## src/rtl/z3_to_z1_serializer.sv

```systemverilog
// z3_to_z1_serializer: rate-transition serializer. Takes three slow-rate taps
// (newest, z^-1, z^-2) on the slow strobe and replays them at the fast rate,
// oldest tap first, with sticky underrun/overrun flags.
module z3_to_z1_serializer #(
    parameter int unsigned DATA_W = 11
) (
    input  logic                     clk,
    input  logic                     reset,
    input  logic                     enb,
    input  logic                     enb_1_3_1,
    input  logic signed [DATA_W-1:0] In1,
    input  logic signed [DATA_W-1:0] In2,
    input  logic signed [DATA_W-1:0] In3,
    input  logic                     err_clr,
    output logic signed [DATA_W-1:0] Out1,
    output logic [1:0]               phase,
    output logic                     valid,
    output logic                     underrun,
    output logic                     overrun
);

    typedef enum logic [1:0] {
        PH_LOAD    = 2'd0,
        PH_EMIT1   = 2'd1,
        PH_EMIT2   = 2'd2,
        PH_ILLEGAL = 2'd3
    } phase_t;

    phase_t state_q, state_d;

    logic signed [DATA_W-1:0] b1_q, b2_q;
    logic signed [DATA_W-1:0] b1_d, b2_d, out_d;
    logic                     valid_d;
    logic                     under_set, over_set;
    logic                     do_load;

    // A strobe is honoured from any legal phase; a stray phase 3 just recovers.
    assign do_load = enb && enb_1_3_1 && (state_q != PH_ILLEGAL);
    assign phase   = state_q;

    // State register: phase advances only on enabled cycles.
    always_ff @(posedge clk or posedge reset) begin
        if (reset)
            state_q <= PH_LOAD;
        else if (enb)
            state_q <= state_d;
    end

    // Next-state logic: strobe always resynchronises to the first emit slot.
    always_comb begin
        state_d = state_q;
        if (do_load) begin
            state_d = PH_EMIT1;
        end else begin
            case (state_q)
                PH_LOAD:  state_d = PH_LOAD;
                PH_EMIT1: state_d = PH_EMIT2;
                PH_EMIT2: state_d = PH_LOAD;
                default:  state_d = PH_LOAD;
            endcase
        end
    end

    // Output/datapath logic: next values for Out1, bank, valid and error events.
    always_comb begin
        out_d     = Out1;
        b1_d      = b1_q;
        b2_d      = b2_q;
        valid_d   = valid;
        under_set = 1'b0;
        over_set  = 1'b0;
        if (enb) begin
            if (do_load) begin
                b1_d    = In1;
                b2_d    = In2;
                out_d   = In3;
                valid_d = 1'b1;
                over_set = (state_q != PH_LOAD);
            end else begin
                case (state_q)
                    PH_LOAD: begin
                        valid_d   = 1'b0;
                        under_set = 1'b1;
                    end
                    PH_EMIT1: begin
                        out_d   = b2_q;
                        valid_d = 1'b1;
                    end
                    PH_EMIT2: begin
                        out_d   = b1_q;
                        valid_d = 1'b1;
                    end
                    default: valid_d = 1'b0;
                endcase
            end
        end
    end

    // Datapath registers: output sample, bank words and valid level.
    always_ff @(posedge clk or posedge reset) begin
        if (reset) begin
            Out1  <= '0;
            b1_q  <= '0;
            b2_q  <= '0;
            valid <= 1'b0;
        end else if (enb) begin
            Out1  <= out_d;
            b1_q  <= b1_d;
            b2_q  <= b2_d;
            valid <= valid_d;
        end
    end

    // Sticky flags: err_clr works regardless of enb; a same-edge error wins.
    always_ff @(posedge clk or posedge reset) begin
        if (reset) begin
            underrun <= 1'b0;
            overrun  <= 1'b0;
        end else begin
            underrun <= under_set | (underrun & ~err_clr);
            overrun  <= over_set  | (overrun  & ~err_clr);
        end
    end

endmodule

```

## config.mk

```make
export PLATFORM = sky130hd
export DESIGN_NAME = z3_to_z1_serializer
export DESIGN_NICKNAME = d
export VERILOG_FILES = /design/src/rtl/z3_to_z1_serializer.sv
export SDC_FILE = /design/constraint.sdc
export NUM_CORES = 1
export LEC_CHECK = 0
export ABC_AREA = 1
export CORE_MARGIN = 3
export CORE_UTILIZATION = 46
export CTS_CLUSTER_DIAMETER = 150
export DETAILED_ROUTE_END_ITERATION = 7
export GPL_TIMING_DRIVEN = 0
export PLACE_DENSITY = 0.78
export SYNTH_ARGS = -nofsm -noshare
export SYNTH_HDL_FRONTEND = slang
export SYNTH_SLANG_ARGS = --single-unit
export TNS_END_PERCENT = 20
```

## constraint.sdc

```tcl
create_clock -name clk -period 1.8 [get_ports clk]
set_clock_uncertainty 0.15 [all_clocks]
set_input_delay 0.36 -clock clk [delete_from_list [all_inputs] [get_ports clk]]
set_output_delay 0.36 -clock clk [all_outputs]
set_load 0.01 [all_outputs]
```

After elaboration in Yosys (flattened, before gate mapping)
Index checks and enable logic that the tools add are counted.
W data, S select, Z words.
{"block": "totals", "reg_bits": 38, "in_bits": 38, "output_inout_bits": 16, "elab_cells": 34}
{"block": "classes", "eq_ne": 3, "n_mux": 11, "n_bitwise": 5, "reduce_logical": 8}
{"op": "$pmux W11 S2", "count": 1}
{"op": "$mux W11", "count": 1}
{"op": "$mux W1", "count": 7}
{"op": "$mux W2", "count": 2}
{"op": "$reduce_and A2 Y1", "count": 2}
{"op": "$reduce_bool A3 Y1", "count": 1}
{"op": "$and A1 B1 Y1", "count": 2}
{"op": "$eq A2 B1 Y1 const B", "count": 1}
{"op": "$eq A2 B2 Y1 const B", "count": 1}
{"op": "$logic_and A1 B1 Y1", "count": 2}
{"op": "$logic_not A2 Y1", "count": 1}
{"op": "$ne A2 B2 Y1 const B", "count": 1}
{"op": "$or A1 B1 Y1", "count": 2}
{"op": "$reduce_bool A2 Y1", "count": 1}
{"op": "$reduce_or A2 Y1", "count": 1}
{"op": "$not A1 Y1", "count": 1}

Longest topological paths before layout
Gate-level depths: netlist of the first run.
{"block": "logic_depth", "depth_word": 5, "ltp_mapped": 9, "ltp_nobuf": 8}

Worst setup path after synthesis of the first run
No wires, ideal clock.
{"block": "synth_timing", "path_kind": "reg2reg", "startpoint": "register state_q[0], in the netlist phase[0]", "endpoint": "register Out1[10]", "arrival_ps": 1323, "required_time_ps": 1534, "slack_ps": 211, "path_stages_with_launch": 8, "path_buffers": 1, "path_cell_list": "dfrtp_1 > ha_1 > nand3b_2 > buf_2 > nand2_1 > nand2_1 > nand2_1 > nand2_1"}
{"block": "synth_between", "elab_chain_cells": 4}
{"element": "from (decl)", "line_no": "29", "text": "phase_t state_q, state_d;"}
{"element": "from (signal assigned)", "line_no": "46", "text": "state_q <= state_d;"}
{"element": "$ne A2 B2 Y1", "line_no": "38", "text": "assign do_load = enb && enb_1_3_1 && (state_q != PH_ILLEGAL);"}
{"element": "$logic_and A1 B1 Y1", "line_no": "38"}
{"element": "$reduce_bool A3 Y1 (no line)"}
{"element": "$reduce_and A2 Y1 (no line)"}
{"element": "to (signal assigned)", "line_no": "107", "text": "Out1 <= out_d;"}
{"element": "to (decl)", "line_no": "15", "text": "output logic signed [DATA_W-1:0] Out1,"}
Parallel ways exist; a longest one is shown, timed or not.
A chain may end at the register's enable or synchronous reset.

Worst setup path in the final report of the first run
{"block": "layout_timing", "startpoint": "register state_q[0], in the netlist phase[0]", "endpoint": "output phase[0]"}
{"element": "to (decl)", "line_no": "16", "text": "output logic [1:0] phase,"}
No word-level cell between the ends.

==> summary.txt, run 1 <==
Status
  – Run status: finished, final reports clean

Layout
  – Fraction of final layout cells sized beyond drive strength 1: 0.0756
  – NumNets Final: 332
  – Post-route cell area: 2510 um^2
  – Util after Layout: 0.675
  – Number of standard cells in the layout, taps in and fillers out: 339
  – Synth-to-layout area growth: 39.8%
  – Ant. Diodes: 0
  – Filler Cell Count: 337

Critical path
  – Critical Path Sink Type: output port
  – Worst setup path end: phase[0]
  – Endpoint of the most critical register-to-register path: Out1[2]
  – Cell class contributing the biggest share of worst-path delay: buffers and inverters
  – Origin of the critical flop-to-flop path: phase[0]
  – Worst path cell trace: clkdlybuf4s50_1
  – Startpoint class of the critical path: flip-flop
  – Total stage count of the critical path: 1
  – Count of buffering cells on the critical path with inverters included: 1
  – Slowest CP cell: clkdlybuf4s50_1
  – Class of the most critical setup path: flip-flop to output port
  – Arrival time at the worst endpoint: 1240 ps
  – Critical Path Max Stage Delay: 550 ps
  – CP Max Fanout: 4
  – CP startpoint: phase[0]
  – Length in cells of the worst reg-to-reg path: 8
  – Data required, critical path: 1290 ps
  – Reg-to-reg setup timing slack: 140 ps

Power and ir drop
  – Leakage power summed over all cells: 1.28 nW
  – Clock power frac: 0.248
  – Relative contribution of sequential cells to total power: 0.462
  – Switching fraction of total power: 0.291
  – Switch Pwr: 0.690 mW
  – Internal Dissipation: 1.68 mW
  – Share of power burned in combinational logic: 0.289
  – Total chip power: 2.37 mW
  – Maximum resistive drop on vdd: 523 uV
  – Ratio of total power to cell area: 946 nW/um^2

Logic synthesis
  – Post-Syn Instances: 230
  – Area share of the largest cell type after synthesis: 0.530
  – Number of enable-type register cells in the synthesized netlist: 0
  – Number of unique standard cell types used by synthesis: 15
  – Share of synthesized registers carrying an async set or reset: 1.00
  – Library cell with the highest instance count after synthesis: nand2_1
  – Net Count, Synth: 272
  – Synthesis-stage register bit count: 38
  – Main synth FF type: dfrtp_1
  – Syn_area_per_cell: 7.80 um^2
  – Netlist area before placement: 1790 um^2
  – Top post-synthesis cells by area: dfrtp_1 53%, nand2_1 26%, o21ai_0 7.5%
  – Top cells by instance count after synthesis: 124 x nand2_1, 38 x dfrtp_1, 27 x o21ai_0
  – Synthesis Warnings: 0
  – Fraction of the yosys area taken by sequential cells: 0.530
  – Library cell with the largest summed area after synthesis: dfrtp_1

Routing
  – Violation count after the first detailed-routing iteration: 88
  – Routed via count divided by cell count: 4.63
  – Iteration count of the initial detailed-routing pass: 4
  – Number of vias after detailed routing: 1,568
  – Remaining antenna violation count: 0
  – DRC violations left: 0
  – Overall routed net length: 3940 um
  – Routed len/inst: 11.6 um

Clock network
  – Cts bufs inserted: 5
  – Number of buffers added for setup after CTS: 0
  – Number of clock sinks: 38
  – Root Buffer Master: clkbuf_8
  – Clock latency reported for the late side of the worst-skew pair: 290 ps
  – Maximum buffer depth of the clock tree: 2
  – H-tree depth reported by CTS: 2
  – CTS tree: built
  – Clock-pin slew on the worst setup and hold paths: 70 ps

Place
  – Cell area after placement: 2400 um^2
  – Gpl congestion: 0.816
  – Count of input and output buffers: 52
  – Post-DP HPWL: 2970 um
  – Post-Place Cells: 331

Flow run
  – Reported max-cap violation count: 0

GRT
  – Global-route usage over all layers: 0.191
  – Wire length of the first global-routing pass: 6450 um
  – Antenna violations before repair: 0
  – Number of global-route vias before repair: 1,441
  – Grt total ovfl: 0
  – Pin count of the biggest net entering global routing: 26

STA
  – Setup TNS: 0 ps
  – Share of the cycle needed by the critical path after routing: 0.971
  – Minimum clock period after layout: 1750 ps
  – Setup violations, final: 0
  – RSZ-0062 raised after global routing: no
  – Relative slew margins: 0.584
  – Final Hold Fails: 0
  – FMAX: 572 MHz
  – Fin. max-slew vios: 0
  – Pin slew with the least headroom to its limit: 623 ps

Floorplan
  – Core area: 3720 um^2
  – Starting density of the core: 0.482
  – Die Wd: 68.4 um
  – Die Y: 68.4 um
  – Total Die Area: 4680 um^2
  – Site row count: 22
  – Number of I/O pins: 54

Worst hold path
  – Type of the tightest min-delay check: input port to flip-flop
-- power groups by stage --
stage	logic, mW	registers (mW)	clock network [mW]
6_report	0.686	1.10	0.589
3_3_place_gp	0.663	1.10	0
5_1_grt	0.774	1.12	0.639
3_5_place_dp	0.683	1.11	0
2_1_floorplan	0.300	1.15	0
4_1_cts	0.687	1.10	0.608
-- worst min path at each step --
stage,start,endpoint,slack [ps],cells after the start
2_1_floorplan,b1_q[10],b1_q[10],290,2
3_3_place_gp,b1_q[9],b1_q[9],310,2
3_5_place_dp,b1_q[1],b1_q[1],310,2
4_1_cts,enb,phase[0],180,2
5_1_grt,enb,valid,220,2
6_report,enb,phase[0],210,2
-- cells by family after synthesis --
| group | Yosys count | synth area share |
|---|---|---|
| buffers and inverters | 30 | 0.0789 |
| adders and majority gates | 4 | 0.0279 |
| DFF | 38 | 0.530 |
| AOI/OAI and AO/OA | 28 | 0.0789 |
| and+or+nand+nor | 130 | 0.284 |
-- layout make-up --
class	instances	area, um^2	share of cell area
plain buffers	11	73.8	0.0294
flip-flops and latches	38	951	0.379
well taps	48	60.1	0.0240
clock buffers	7	86.3	0.0344
clock inverters	1	5.00	0.00200
inverters	19	71.3	0.0284
multi-input cells	162	709	0.283
repair buffers	53	551	0.220
-- registers in the layout, summed over array words and instances (netlist names) --
| register | cells |
|---|---|
| valid | 1 |
| phase | 2 |
| underrun | 1 |
| b2_q | 11 |
| b1_q | 11 |
| Out1 | 11 |
| overrun | 1 |
-- metrics by stage --
stage	hold WS, ps	setup WS [ps]
after floorplan	292	211
after global placement	305	-348
after detailed placement	312	-46.6
after CTS	184	4.71
after global routing	219	7.54
final	206	52.5
-- layout by cell type, fill, tap and decap left out, types with 2 or more instances in the layout --
cell type / instances
clkbuf_2: 2
buf_4: 4
clkbuf_8: 6
buf_2: 3
nand2_1: 124
dfrtp_1: 38
o21ai_0: 27
inv_1: 19
ha_1: 4
clkdlybuf4s50_1: 51
nand3_1: 3
-- routing by layer --
layer  share of wire  track usage  vias up
li1                -            -      819
met1            0.45        0.241      702
met3           0.059       0.0591        6
met4           0.015       0.0670        0
met5               0            0        -
met2            0.48        0.308       41
-- repair_timing --
| item | 4_1_cts | 5_1_grt |
|---|---|---|
| hold buffers | 0 | 0 |
| endpoints found under the hold margin | 0 | 0 |
| gates resized for setup | 0 | 5 |
| setup endpoints to repair | 0 | 11 |
(Power assumes the default switching activity.)
==> inputs of run 2 (changes only) <==
GPL_TIMING_DRIVEN = 1   (was 0)
==> run 2 against run 1 <==
Non-clock buffer count is 3 lower. Setup slack worse by 6.7 ps. Hold slack gained 64 ps. Register-to-register slack better by 60 ps. Power is 4.8% higher. Cell area up 0.60%. Clock-buffer cell count shrank 2. Sequential cell count did not move. Combinational power is essentially flat. Maximum frequency fell by 0.38%.
==> summary.txt, run 2 (synthesized netlist as in run 1, its figures left out) <==
Layout
  – Ant. Diodes: 0
  – Biggest regs: Out1 x11, b1_q x11, b2_q x11
  – Util after Layout: 0.679
  – Flip-flop and latch area: 951 um^2
  – NumNets Final: 329
  – Commonest non-fill, non-tap cell in the layout: nand2_1
  – Number of standard cells in the layout, taps in and fillers out: 336
  – Post-route cell area: 2520 um^2
  – Footprint of the multi-input gates: 703 um^2
  – Synth-to-layout area growth: 40.7%
  – Commonest cells after routing, fill and taps aside: 124 x nand2_1, 53 x clkdlybuf4s50_1, 38 x dfrtp_1, 27 x o21ai_0, 19 x inv_1
  – Fraction of final layout cells sized beyond drive strength 1: 0.0694
  – Filler Cell Count: 305

Floorplan
  – Die Wd: 68.4 um
  – Die Y: 68.4 um
  – Starting density of the core: 0.482
  – Core area: 3720 um^2
  – Number of I/O pins: 54
  – Site row count: 22
  – Total Die Area: 4680 um^2

Clock network
  – CTS tree: built
  – Post-CTS Hold Buffers: 0
  – H-tree depth reported by CTS: 2
  – Clock latency reported for the late side of the worst-skew pair: 280 ps
  – Maximum buffer depth of the clock tree: 2
  – Clock-pin slew on the worst setup and hold paths: 70 ps
  – Cts bufs inserted: 5
  – Root Buffer Master: clkbuf_8
  – Number of clock sinks: 38

GRT
  – Grt total ovfl: 0
  – Global-route usage over all layers: 0.179
  – Number of global-route vias before repair: 1,404
  – Antenna violations before repair: 0
  – Wire length of the first global-routing pass: 6150 um
  – Pin count of the biggest net entering global routing: 39

Status
  – Run status: finished, final reports clean

Routing
  – Iteration count of the initial detailed-routing pass: 4
  – Number of vias after detailed routing: 1,531
  – Remaining antenna violation count: 0
  – Routed len/inst: 11.3 um
  – Routed via count divided by cell count: 4.56
  – DRC violations left: 0
  – Overall routed net length: 3800 um
  – Violation count after the first detailed-routing iteration: 114

Critical path
  – Slowest CP cell: clkdlybuf4s50_1
  – Reg-to-reg setup timing slack: 200 ps
  – Count of buffering cells on the critical path with inverters included: 1
  – Critical Path Max Stage Delay: 560 ps
  – Total stage count of the critical path: 1
  – Length in cells of the worst reg-to-reg path: 7
  – Critical Path Sink Type: output port
  – Data required, critical path: 1290 ps
  – Startpoint class of the critical path: flip-flop
  – Arrival time at the worst endpoint: 1240 ps
  – CP Max Fanout: 4
  – Class of the most critical setup path: flip-flop to output port
  – Worst path cell trace: clkdlybuf4s50_1
  – Cell class contributing the biggest share of worst-path delay: buffers and inverters

STA
  – FMAX: 570 MHz
  – Final Hold Fails: 0
  – Worst-case hold slack: 270 ps
  – Setup ws final: 45.9 ps
  – Relative slew margins: 0.783
  – Setup violations, final: 0
  – Setup TNS: 0 ps
  – Pin slew with the least headroom to its limit: 325 ps
  – Share of the cycle needed by the critical path after routing: 0.975
  – Minimum clock period after layout: 1750 ps
  – Fin. max-slew vios: 0

Power and ir drop
  – Switching fraction of total power: 0.282
  – Leakage power summed over all cells: 1.26 nW
  – Clock power frac: 0.282
  – Internal Dissipation: 1.78 mW
  – Switch Pwr: 0.701 mW
  – Maximum resistive drop on vdd: 494 uV
  – Relative contribution of sequential cells to total power: 0.442
  – Share of power burned in combinational logic: 0.276
  – Total chip power: 2.48 mW
  – Ratio of total power to cell area: 985 nW/um^2

Place
  – Count of input and output buffers: 53
  – Post-Place Cells: 327
  – Post-DP HPWL: 2700 um
  – Worst setup slack before clock tree synthesis: 5.22 ps
  – Cell area after placement: 2400 um^2
  – Gpl congestion: 0.816

Worst hold path
  – Type of the tightest min-delay check: input port to asynchronous set/reset pin

Flow run
  – Reported max-cap violation count: 0
[run 2: cell count changes in the layout (fill, tap and decap cells not counted), sizes merged]
| cell | delta |
|---|---|
| buf | -1 |
| bufinv | +1 |
| clkbuf | -5 |
| clkdlybuf4s50 | +2 |
| clkinv | +1 |
| dlymetal6s2s | -1 |
[run 2: cell type report]
type / instances / share of cell area
multi-input cells: 162 / 0.279
inverters: 19 / 0.0283
clock buffers: 5 / 0.0273
well taps: 48 / 0.0238
clock inverters: 3 / 0.0159
flip-flops and latches: 38 / 0.377
repair buffers: 61 / 0.249
[run 2: path summary, 6_finish.rpt]
path | end | from
worst max-delay path | phase[1] | phase[1]
worst min-delay path | underrun | reset
worst max register to register | Out1[9] | phase[0]
worst min register to register | Out1[1] | Out1[1]
max in group asynchronous | phase[1] | reset
min in group clk | Out1[1] | Out1[1]
[run 2: power groups by stage]
stage	sequential (mW)	clock [mW]	combinational (mW)
2_1_floorplan	1.15	0	0.300
3_3_place_gp	1.11	0	0.666
3_5_place_dp	1.12	0	0.677
4_1_cts	1.10	0.715	0.688
5_1_grt	1.12	0.746	0.775
6_report	1.10	0.700	0.685
[run 2: repair_timing]
action,CTS,global route
resized for setup,1,0
setup endpoints to repair,1,1
setup buffers,0,1
pin swaps,0,0
[run 2: per-layer routing]
metal | global-route usage | part of all wire | vias to the layer above
met2 | 0.275 | 0.47 | 50
met3 | 0.0558 | 0.061 | 6
li1 | - | - | 811
met1 | 0.239 | 0.46 | 664
met5 | 0 | 0 | -
met4 | 0.0596 | 0.0089 | 0
==> inputs of run 3 (changes only) <==
CORE_ASPECT_RATIO = 1.2   (was default)
SETUP_SLACK_MARGIN = 0.5   (was default)
==> run 3 against run 2 <==
Clock power down 15%. Clock-buffer cell count up 2. Maximum frequency up 12%. Hold slack better by 28 ps. Combinational power up 11%. Core utilization up 5.2 points. First-iteration DRC count down 27%. Non-clock buffer count up 10. Critical path depth up 8. Setup slack better by 190 ps. Power down 1.2%. Die area about the same. Critical path type is now flip-flop to flip-flop.
==> summary.txt, run 3 (synthesized netlist as in run 1, its figures left out) <==
Layout
  – NumNets Final: 341
  – Commonest non-fill, non-tap cell in the layout: nand2_1
  – Post-route cell area: 2700 um^2
  – Fraction of final layout cells sized beyond drive strength 1: 0.193
  – Number of standard cells in the layout, taps in and fillers out: 352
  – Commonest cells after routing, fill and taps aside: 119 x nand2_1, 36 x dfrtp_1, 35 x clkdlybuf4s50_1, 16 x o21ai_0, 15 x inv_1
  – Ant. Diodes: 0
  – Biggest regs: Out1 x11, b1_q x11, b2_q x11
  – Synth-to-layout area growth: 50.5%

Place
  – Post-DP HPWL: 2780 um
  – Count of input and output buffers: 53
  – Cell area after placement: 2420 um^2
  – Post-Place Cells: 330
  – Gpl congestion: 0.765

Floorplan
  – Core area: 3690 um^2
  – Die Y: 74.4 um
  – Total Die Area: 4690 um^2
  – Number of I/O pins: 54
  – Starting density of the core: 0.485
  – Die Wd: 63.0 um
  – Site row count: 24

Routing
  – Routed via count divided by cell count: 4.79
  – Violation count after the first detailed-routing iteration: 83
  – Iteration count of the initial detailed-routing pass: 4
  – Overall routed net length: 4720 um
  – DRC violations left: 0
  – Number of vias after detailed routing: 1,685
  – Routed len/inst: 13.4 um
  – Remaining antenna violation count: 0

Critical path
  – Data required, critical path: 1830 ps
  – Worst path cell trace: buf_6 > ha_4 > buf_8 > nand2_1 > o21ai_0 > nand2_1 > nand2_1 > nand2_1 > nand2_1
  – Startpoint class of the critical path: flip-flop
  – Top cell by count, worst path: nand2_1
  – CP Max Fanout: 11
  – Class of the most critical setup path: flip-flop to flip-flop
  – Arrival time at the worst endpoint: 1590 ps
  – Slowest CP cell: dfrtp_2
  – Critical Path Max Stage Delay: 460 ps
  – Critical Path Sink Type: flip-flop

GRT
  – Global-route usage over all layers: 0.183
  – Pin count of the biggest net entering global routing: 39
  – Wire length of the first global-routing pass: 6680 um
  – Antenna violations before repair: 0
  – Number of global-route vias before repair: 1,479
  – Grt total ovfl: 0

Clock network
  – Post-CTS Hold Buffers: 0
  – Clock latency reported for the late side of the worst-skew pair: 290 ps
  – Cts bufs inserted: 5
  – Number of clock sinks: 38
  – Root Buffer Master: clkbuf_8
  – Clock-pin slew on the worst setup and hold paths: 70 ps
  – CTS tree: built
  – Maximum buffer depth of the clock tree: 2
  – H-tree depth reported by CTS: 2

STA
  – Final Hold Fails: 0
  – Relative slew margins: 0.756
  – Minimum clock period after layout: 1560 ps
  – Setup violations, final: 0
  – Setup TNS: 0 ps
  – FMAX: 639 MHz
  – RSZ-0062 raised after global routing: yes
  – Fin. max-slew vios: 0
  – Pin slew with the least headroom to its limit: 366 ps
  – Share of the cycle needed by the critical path after routing: 0.869
  – Worst-case hold slack: 298 ps

Power and ir drop
  – Leakage power summed over all cells: 1.38 nW
  – Maximum resistive drop on vdd: 601 uV
  – Ratio of total power to cell area: 909 nW/um^2

Status
  – Run status: finished, final reports clean

Flow run
  – Reported max-cap violation count: 0

Worst hold path
  – Type of the tightest min-delay check: input port to asynchronous set/reset pin
## run 3: cell count changes in the layout (fill, tap and decap cells not counted), sizes merged
cell           delta
clkdlybuf4s50    -18
clkinv            -1
nand3b            +2
clkinvlp          +1
buf              +16
inv               -1
clkdlybuf4s15     +2
bufinv            -1
dlygate4sd2       +8
clkbuf            +4
## run 3: cell type report
class	instances	area [um^2]
Inverter	19	77.6
Multi-Input combinational cell	164	811
Fill cell	295	996
Sequential cell	38	953
Clock buffer	7	86.3
Clock inverter	1	5.00
Timing Repair Buffer	71	699
Tap cell	52	65.1
## run 3: worst max-delay path: cells and delay by family (launching register included)
| kind | cells | cell delay, ps |
|---|---|---|
| buffers and inverters | 2 | 290 |
| and+or+nand+nor | 5 | 290 |
| adders and majority gates | 1 | 190 |
| DFF | 1 | 460 |
| AOI/OAI and AO/OA | 1 | 80 |
## run 3: per-stage QoR
| stage | power [mW] | utilization | worst slack, ps |
|---|---|---|---|
| finish | 2.45 | 0.730 | 236 |
| CTS | 2.36 | 0.687 | 322 |
| detailed placement | 1.80 | 0.655 | -185 |
| floorplan | 1.47 | - | 395 |
| global route | 2.60 | 0.730 | 196 |
| global placement | 1.77 | 0.655 | -112 |
## run 3: worst paths after layout
path / from / end / slack [ps] / depth (start not counted)
worst max-delay path: phase[1] / Out1[9] / 240 / 9
min in group clk: Out1[10] / Out1[10] / 320 / 2
max in group asynchronous: reset / phase[0] / 1000 / 3
worst min register to register: Out1[10] / Out1[10] / 320 / 2
worst max register to register: phase[1] / Out1[9] / 240 / 9
worst min-delay path: reset / Out1[2] / 300 / 3
## run 3: per-layer routing
layer | GRT usage | routed length [um] | vias up
li1 | - | - | 841
met4 | 0.0441 | 67 | 0
met1 | 0.218 | 1850 | 771
met2 | 0.338 | 2550 | 63
met3 | 0.0438 | 253 | 10
met5 | 0 | 0 | -
## run 3: repair_timing
item                                    4_1_cts  5_1_grt
gates cloned                                  1        4
pin swaps                                     0        9
resized for setup                            50       29
endpoints found under the setup margin       54       54
setup buffers                                 5        4
## run 3: where the power goes
| part | internal (mW) | switching (mW) | total (mW) |
|---|---|---|---|
| registers | 1.02 | 0.0795 | 1.10 |
| logic | 0.373 | 0.389 | 0.762 |
| clock network | 0.309 | 0.283 | 0.592 |
